==> config.mk <==
export PLATFORM = sky130hd
export DESIGN_NAME = nibble_serial_add32_flat
export DESIGN_NICKNAME = d
export VERILOG_FILES = /design/src/rtl/nibble_serial_add32_if.sv /design/src/rtl/nibble_serial_add32.sv /design/src/flat_wrapper.sv
export SDC_FILE = /design/constraint.sdc
export NUM_CORES = 1
export LEC_CHECK = 0
export BUFFER_PORTS_ARGS = -buffer_cell sky130_fd_sc_hd__buf_4
export CORE_UTILIZATION = 38
export CTS_CLUSTER_SIZE = 20
export DETAILED_ROUTE_END_ITERATION = 10
export PLACE_DENSITY = 0.54
export SETUP_SLACK_MARGIN = 0.1
export SLEW_MARGIN = 20
export SYNTH_ARGS = -nofsm -noshare
export SYNTH_HDL_FRONTEND = slang
export SYNTH_SLANG_ARGS = --single-unit
==> constraint.sdc <==
create_clock -name clk -period 3.5 [get_ports clk]
set_input_delay 0 -clock clk [delete_from_list [all_inputs] [get_ports clk]]
set_output_delay 0 -clock clk [all_outputs]
set_load 0.05 [all_outputs]
==> src/rtl/nibble_serial_add32_if.sv <==
// rtl/nibble_serial_add32_if.sv - start/busy/done operand and result bundle for the serial adder
// The requester drives operands and start; the adder returns status and the held result.
interface nibble_serial_add32_if #(
  parameter int WIDTH = 32
);
  logic             start;
  logic [WIDTH-1:0] a;
  logic [WIDTH-1:0] b;
  logic             cin;
  logic             busy;
  logic             done;
  logic [WIDTH-1:0] sum;
  logic             cout;

  modport master (
    output start, a, b, cin,
    input  busy, done, sum, cout
  );

  modport slave (
    input  start, a, b, cin,
    output busy, done, sum, cout
  );
endinterface

==> src/rtl/nibble_serial_add32.sv <==
// rtl/nibble_serial_add32.sv - multi-cycle adder reusing one DIGIT-wide slice per clock
// Result digits shift into acc from the top so the final acc is the sum with no reordering.
module nibble_serial_add32 #(
  parameter int WIDTH = 32,
  parameter int DIGIT = 4
) (
  input  logic                    clk,
  input  logic                    rst_n,
  nibble_serial_add32_if.slave    bus
);

  localparam int NDIG  = WIDTH / DIGIT;
  localparam int CNT_W = (NDIG > 1) ? $clog2(NDIG) : 1;

  typedef enum logic {
    IDLE = 1'b0,
    RUN  = 1'b1
  } state_t;

  state_t           state_q, state_d;
  logic [WIDTH-1:0] a_sh_q, a_sh_d;
  logic [WIDTH-1:0] b_sh_q, b_sh_d;
  logic [WIDTH-1:0] acc_q, acc_d;
  logic [WIDTH-1:0] sum_q, sum_d;
  logic             carry_q, carry_d;
  logic             cout_q, cout_d;
  logic             done_q, done_d;
  logic [CNT_W-1:0] cnt_q, cnt_d;

  logic [DIGIT:0]   digit_sum;
  logic             last_digit;

  assign digit_sum  = {1'b0, a_sh_q[DIGIT-1:0]}
                    + {1'b0, b_sh_q[DIGIT-1:0]}
                    + {{DIGIT{1'b0}}, carry_q};
  assign last_digit = (cnt_q == CNT_W'(NDIG - 1));

  // State register
  always_ff @(posedge clk or negedge rst_n) begin
    if (!rst_n) begin
      state_q <= IDLE;
    end else begin
      state_q <= state_d;
    end
  end

  // Next-state logic
  always_comb begin
    state_d = state_q;
    case (state_q)
      IDLE: if (bus.start) state_d = RUN;
      RUN:  if (last_digit) state_d = IDLE;
      default: state_d = IDLE;
    endcase
  end

  // Output logic
  always_comb begin
    bus.busy = (state_q == RUN);
    bus.done = done_q;
    bus.sum  = sum_q;
    bus.cout = cout_q;
  end

  // Datapath next-state: operands only load in IDLE, so start during RUN is inert.
  always_comb begin
    a_sh_d  = a_sh_q;
    b_sh_d  = b_sh_q;
    acc_d   = acc_q;
    carry_d = carry_q;
    cnt_d   = cnt_q;
    sum_d   = sum_q;
    cout_d  = cout_q;
    done_d  = 1'b0;
    case (state_q)
      IDLE: begin
        if (bus.start) begin
          a_sh_d  = bus.a;
          b_sh_d  = bus.b;
          carry_d = bus.cin;
          cnt_d   = '0;
          acc_d   = '0;
        end
      end
      RUN: begin
        a_sh_d  = a_sh_q >> DIGIT;
        b_sh_d  = b_sh_q >> DIGIT;
        acc_d   = {digit_sum[DIGIT-1:0], acc_q[WIDTH-1:DIGIT]};
        carry_d = digit_sum[DIGIT];
        cnt_d   = cnt_q + 1'b1;
        if (last_digit) begin
          sum_d  = acc_d;
          cout_d = digit_sum[DIGIT];
          done_d = 1'b1;
        end
      end
      default: ;
    endcase
  end

  always_ff @(posedge clk or negedge rst_n) begin
    if (!rst_n) begin
      a_sh_q  <= '0;
      b_sh_q  <= '0;
      acc_q   <= '0;
      carry_q <= 1'b0;
      cnt_q   <= '0;
      sum_q   <= '0;
      cout_q  <= 1'b0;
      done_q  <= 1'b0;
    end else begin
      a_sh_q  <= a_sh_d;
      b_sh_q  <= b_sh_d;
      acc_q   <= acc_d;
      carry_q <= carry_d;
      cnt_q   <= cnt_d;
      sum_q   <= sum_d;
      cout_q  <= cout_d;
      done_q  <= done_d;
    end
  end

endmodule

==> src/flat_wrapper.sv <==
// flat-port wrapper written by rule: the top's interface ports become plain ports
module nibble_serial_add32_flat 
#(
  parameter int WIDTH = 32,
  parameter int DIGIT = 4
)
  (clk, rst_n, bus_start, bus_a, bus_b, bus_cin, bus_busy, bus_done, bus_sum, bus_cout);
  nibble_serial_add32_if #(.WIDTH(WIDTH)) bus_i ();
  input  logic clk;
  input  logic rst_n;
  input wire logic [$bits(bus_i.start)-1:0] bus_start;
  input wire logic [$bits(bus_i.a)-1:0] bus_a;
  input wire logic [$bits(bus_i.b)-1:0] bus_b;
  input wire logic [$bits(bus_i.cin)-1:0] bus_cin;
  output wire logic [$bits(bus_i.busy)-1:0] bus_busy;
  output wire logic [$bits(bus_i.done)-1:0] bus_done;
  output wire logic [$bits(bus_i.sum)-1:0] bus_sum;
  output wire logic [$bits(bus_i.cout)-1:0] bus_cout;
  assign bus_i.start = bus_start;
  assign bus_i.a = bus_a;
  assign bus_i.b = bus_b;
  assign bus_i.cin = bus_cin;
  assign bus_busy = bus_i.busy;
  assign bus_done = bus_i.done;
  assign bus_sum = bus_i.sum;
  assign bus_cout = bus_i.cout;
  nibble_serial_add32 #(.WIDTH(WIDTH), .DIGIT(DIGIT)) u_core (.clk(clk), .rst_n(rst_n), .bus(bus_i));
endmodule
# Yosys cells after proc, flatten, opt, wreduce, memory -nomap -nowiden
# Cells that the tools add are included.
[classes]
n_addsub = 3
n_eq_ne = 2
mux = 15
bitwise_logic = 1
n_reduce_logical = 1
[ops]
columns = ["cell", "count"]
rows = [
  ["$pmux 32 s2", 3],
  ["$mux 32", 3],
  ["$pmux 3 s2", 1],
  ["$add 4x4->5", 1],
  ["$add 5x1->5", 1],
  ["$mux 1", 5],
  ["$pmux 1 s2", 2],
  ["$add 3x1->3 const B", 1],
  ["$eq 3x3->1 const B", 1],
  ["$mux 3", 1],
  ["$ne 2x2->1 const B", 1],
  ["$reduce_and 2->1", 1],
  ["$not 1->1", 1],
]
[totals]
register_bits = 135
input_bits = 68
out_inout_bits = 35

# Logic depth before layout (Yosys ltp)
[depth]
depth_word = 3
ltp_mapped = 6

# Least setup slack after synthesis
# OpenSTA, ideal clock, no wires.
[synth_path]
kind = "reg2reg"
start = "register u_core.carry_q"
end = "register u_core.cout_q (netlist: u_core.bus.cout)"
arrival_time_ps = 1611
required_ps = 3373
slack_ps = 1762
stages_incl_launch_ff = 6
cell_sequence = "dfrtp_1 > fa_1 > fa_1 > a21o_1 > a21oi_1 > o21ai_0"
[synth_between]
elab_chain_len = 1
[synth_lines]
columns = ["element", "line_no", "source"]
rows = [
  ["start: declaration", "nibble_serial_add32.sv:25", "logic carry_q, carry_d;"],
  ["start signal: assignment", "nibble_serial_add32.sv:115", "carry_q <= carry_d;"],
  ["$add 5x1->5", "nibble_serial_add32.sv:35", "+ {{DIGIT{1'b0}}, carry_q};"],
  ["end signal: assignment", "nibble_serial_add32.sv:118", "cout_q <= cout_d;"],
  ["end: declaration", "nibble_serial_add32.sv:26", "logic cout_q, cout_d;"],
]
# Every way passes these cells.
# A chain may end at the register's enable or synchronous reset.

# Final worst setup path
[layout_path]
start = "register u_core.state_q (netlist: u_core.bus.busy)"
end = "register u_core.acc_q[31]"
[layout_between]
elab_chain_len = 2
word_cells_on_any_way = 3
classes_between = "eq/ne (1); mux (1); bitwise (1)"
[layout_lines]
columns = ["element", "line_no", "source"]
rows = [
  ["start: declaration", "nibble_serial_add32.sv:20", "state_t state_q, state_d;"],
  ["start signal: assignment", "nibble_serial_add32.sv:43", "state_q <= state_d;"],
  ["$not 1->1", "n/a", ""],
  ["$pmux 32 s2 / $ne 2x2->1 (equally long branches)", "n/a", ""],
  ["end signal: assignment", "nibble_serial_add32.sv:105", "acc_q <= '0;"],
  ["end signal: assignment", "nibble_serial_add32.sv:114", "acc_q <= acc_d;"],
  ["end: declaration", "nibble_serial_add32.sv:23", "logic [WIDTH-1:0] acc_q, acc_d;"],
]
# Parallel ways exist; a longest one is shown, timed or not.

==> run metrics <==
final worst-path cycle share=59.8%; Die X=125 microns; setup TNS=0 ns; Row Count=44; Area Growth Syn to Fin=35.8%; Pleak=3.77 nW; Cell Chain, Critical Path=buf_4 > nor2_2 > a211oi_1 > nand3_1; Routed Wire Length=12000 microns; measured slew at the worst slew-check pin=0.910 ns; CP peak stage delay=0.78 ns; Yosys Warn Count=0; Crit path max-delay family=flip-flops; routed len/inst=14.2 microns; grt ovf=0; RSZ-0062 raised after global routing=no; cell area after synthesis=5720 sq um; Fillers=1272; Post-DP HPWL=7560 microns; CTS tree=done; Starting Density=39.2%; Finished Layout Cells=843; top-level port count=103; met3 wire len=520 microns; gpl congestion=0.722; clock sinks=131; Routed met1 length=5750 microns; nets=723; Iteration-0 DRC Markers=229; Cells after Synth=489; worst slack, placed=1.40 ns; share of flip-flops with an asynchronous set or reset=100%; number of synthesized register bits=131; Worst-Skew Late Latency=0.41 ns; H-tree levels=4; Synth top area share=57.3%; cts repair resizes=0; syn nets=564; # setup viols final=0; Bufs and invs on worst path=1; Slew Limit Headroom=39.3%; Synth area leaders=dfrtp_1 57%, mux2i_1 12%, o21ai_0 6.4%, mux2_2 5.9%, nand2_1 5.3%; hold_buf cts=66; clock slew at reported path FFs=0.05 ns; Mapped Avg Cell Area=11.7 sq um; critical path type=reg2reg; PnR worst setup slack=1.41 ns; startpoint types=flop; internal reg-to-reg setup slack=1.41 ns; GRT Overall Usage=16.4%; share of cells above drive strength 1=25.8%; Final ANT Viol Nets=0; Worst Path Arrival=2.39 ns; initial antenna violation count=0; vias=4061; Power Dens Cells=842 nW/um^2; DR vias/cell=4.82; core box area=14600 sq um; run status=finished clean; clk buf depth=2; TritonRoute pass-1 iters=4; Antenna diodes=0; Crit Path Max Fanout=66; vias in the first global route=4163; Multi-input gate area=2200 sq um; VDD IR max=359 uV; Synth Flop Type=dfrtp_1; pin count of the biggest net entering global routing=115; CTS Buf Count=17; port buffer count=102; Die H=125 microns; clk_skew=0.00567 ns; CTS root buffer=clkbuf_16; Hold Path Class=in2reg; Max Clk Rate=477 MHz; slowest CP cell=dfrtp_4; Max Slew Vio Count=0; DRC viols=0; min cycle time layout=2.09 ns; placed instance count=747; DR WL met2=5610 microns; Critical Path End Type=flop; Post CTS Setup Buffer Count=0; cell taking the most area after synthesis=dfrtp_1; Seq/Total Area, Yosys=57.3%; synth unique cells=33; global-route wire length before repair=20400 microns; number of synthesized flops with an enable pin=0; Top Layer Used=met4; Storage cell area=3280 sq um; Final Hold Viols=0; DIE AREA=15500 sq um; CP Data Required Time=3.79 ns; max-cap check violation count=0
stage by stage:
stage          util, %  hold WS (ns)  power [mW]  cell area [sq um]
5_1_grt           53.2         0.231        6.96               7770
2_1_floorplan        -        -0.296        4.20               5720
6_report          53.2         0.193        6.54               7770
4_1_cts           53.2         0.203        6.63               7760
3_5_place_dp      44.8         0.239        4.84               6530
3_3_place_gp      44.8         0.231        4.78               6530
Yosys cell counts (2+ instances only):
cell type	count
dfrtp_1	131
nand2_1	81
o21ai_0	73
mux2i_1	66
mux2_2	30
nand2b_1	24
buf_4	15
nor2_1	9
clkbuf_1	8
o21ai_1	7
a22o_1	6
buf_6	6
ha_1	5
buf_2	4
a21oi_1	3
a211oi_1	2
and4b_1	2
fa_1	2
logic make-up (layout without fill, tap and decap cells):
kind of cell | count (synthesis) | after routing | synth area share [%]
AOI/OAI and AO/OA | 94 | 94 | 8.97
xor gates and xnor gates | 1 | 1 | 0.153
and+or+nand+nor | 125 | 125 | 10.2
buffers and inverters | 35 | 205 | 4.16
adders and majority gates | 7 | 7 | 1.79
DFF | 131 | 131 | 57.3
muxes | 96 | 96 | 17.5
worst paths after layout:
check                                  startpoint            endpoint  cells past startpoint
worst max-delay path              u_core.bus.busy    u_core.acc_q[31]                      4
worst min-delay path                    bus_start    u_core.acc_q[16]                      2
worst max register to register    u_core.bus.busy    u_core.acc_q[31]                      4
worst min register to register  u_core.a_sh_q[25]   u_core.a_sh_q[21]                      2
max in group asynchronous                   rst_n   u_core.b_sh_q[22]                      3
min in group asynchronous                   rst_n  u_core.bus.sum[13]                      2
sequential cells by signal (all words and copies together), names as in the netlist:
name,cells
u_core.bus.cout,1
u_core.bus.done,1
u_core.bus.busy,1
u_core.carry_q,1
u_core.acc_q,28
u_core.a_sh_q,32
u_core.cnt_q,3
u_core.bus.sum,32
u_core.b_sh_q,32
layer usage:
| layer | up-vias | global-route usage (%) |
|---|---|---|
| li1 | 2001 | - |
| met1 | 1971 | 21.7 |
| met2 | 80 | 25.7 |
| met3 | 9 | 4.98 |
| met4 | 0 | 5.53 |
| met5 | - | 0 |
placed cells by master, fill, tap and decap left out, types with 7 or more instances in the layout:
cell | synthesis | layout
dlygate4sd3_1 | 0 | 66
nand2b_1 | 24 | 24
buf_4 | 15 | 106
o21ai_0 | 73 | 73
o21ai_1 | 7 | 7
nand2_1 | 81 | 81
mux2i_1 | 66 | 66
nor2_1 | 9 | 9
clkbuf_16 | 0 | 17
clkbuf_8 | 0 | 8
mux2_2 | 30 | 30
dfrtp_1 | 131 | 130
report_power, final:
part	total (mW)	switching, mW	internal, mW
sequential	2.57	0.457	2.11
combinational	2.28	1.34	0.932
clock	1.70	0.604	1.10
layout make-up:
type                       count  share of cell area (%)
clock buffer                  26                    6.81
clock inverter                 4                   0.580
inverter                       2                  0.0966
multi-input combinational    323                    28.4
sequential                   131                    42.3
tap                          184                    2.96
timing repair buffer         173                    18.9
worst register-to-register path, cell delays in order (launching register included):
cell      delay [ns]
dfrtp_4         0.78
buf_4           0.60
nor2_2          0.22
a211oi_1        0.28
nand3_1         0.09
Power figures use the tool's default switching activity.
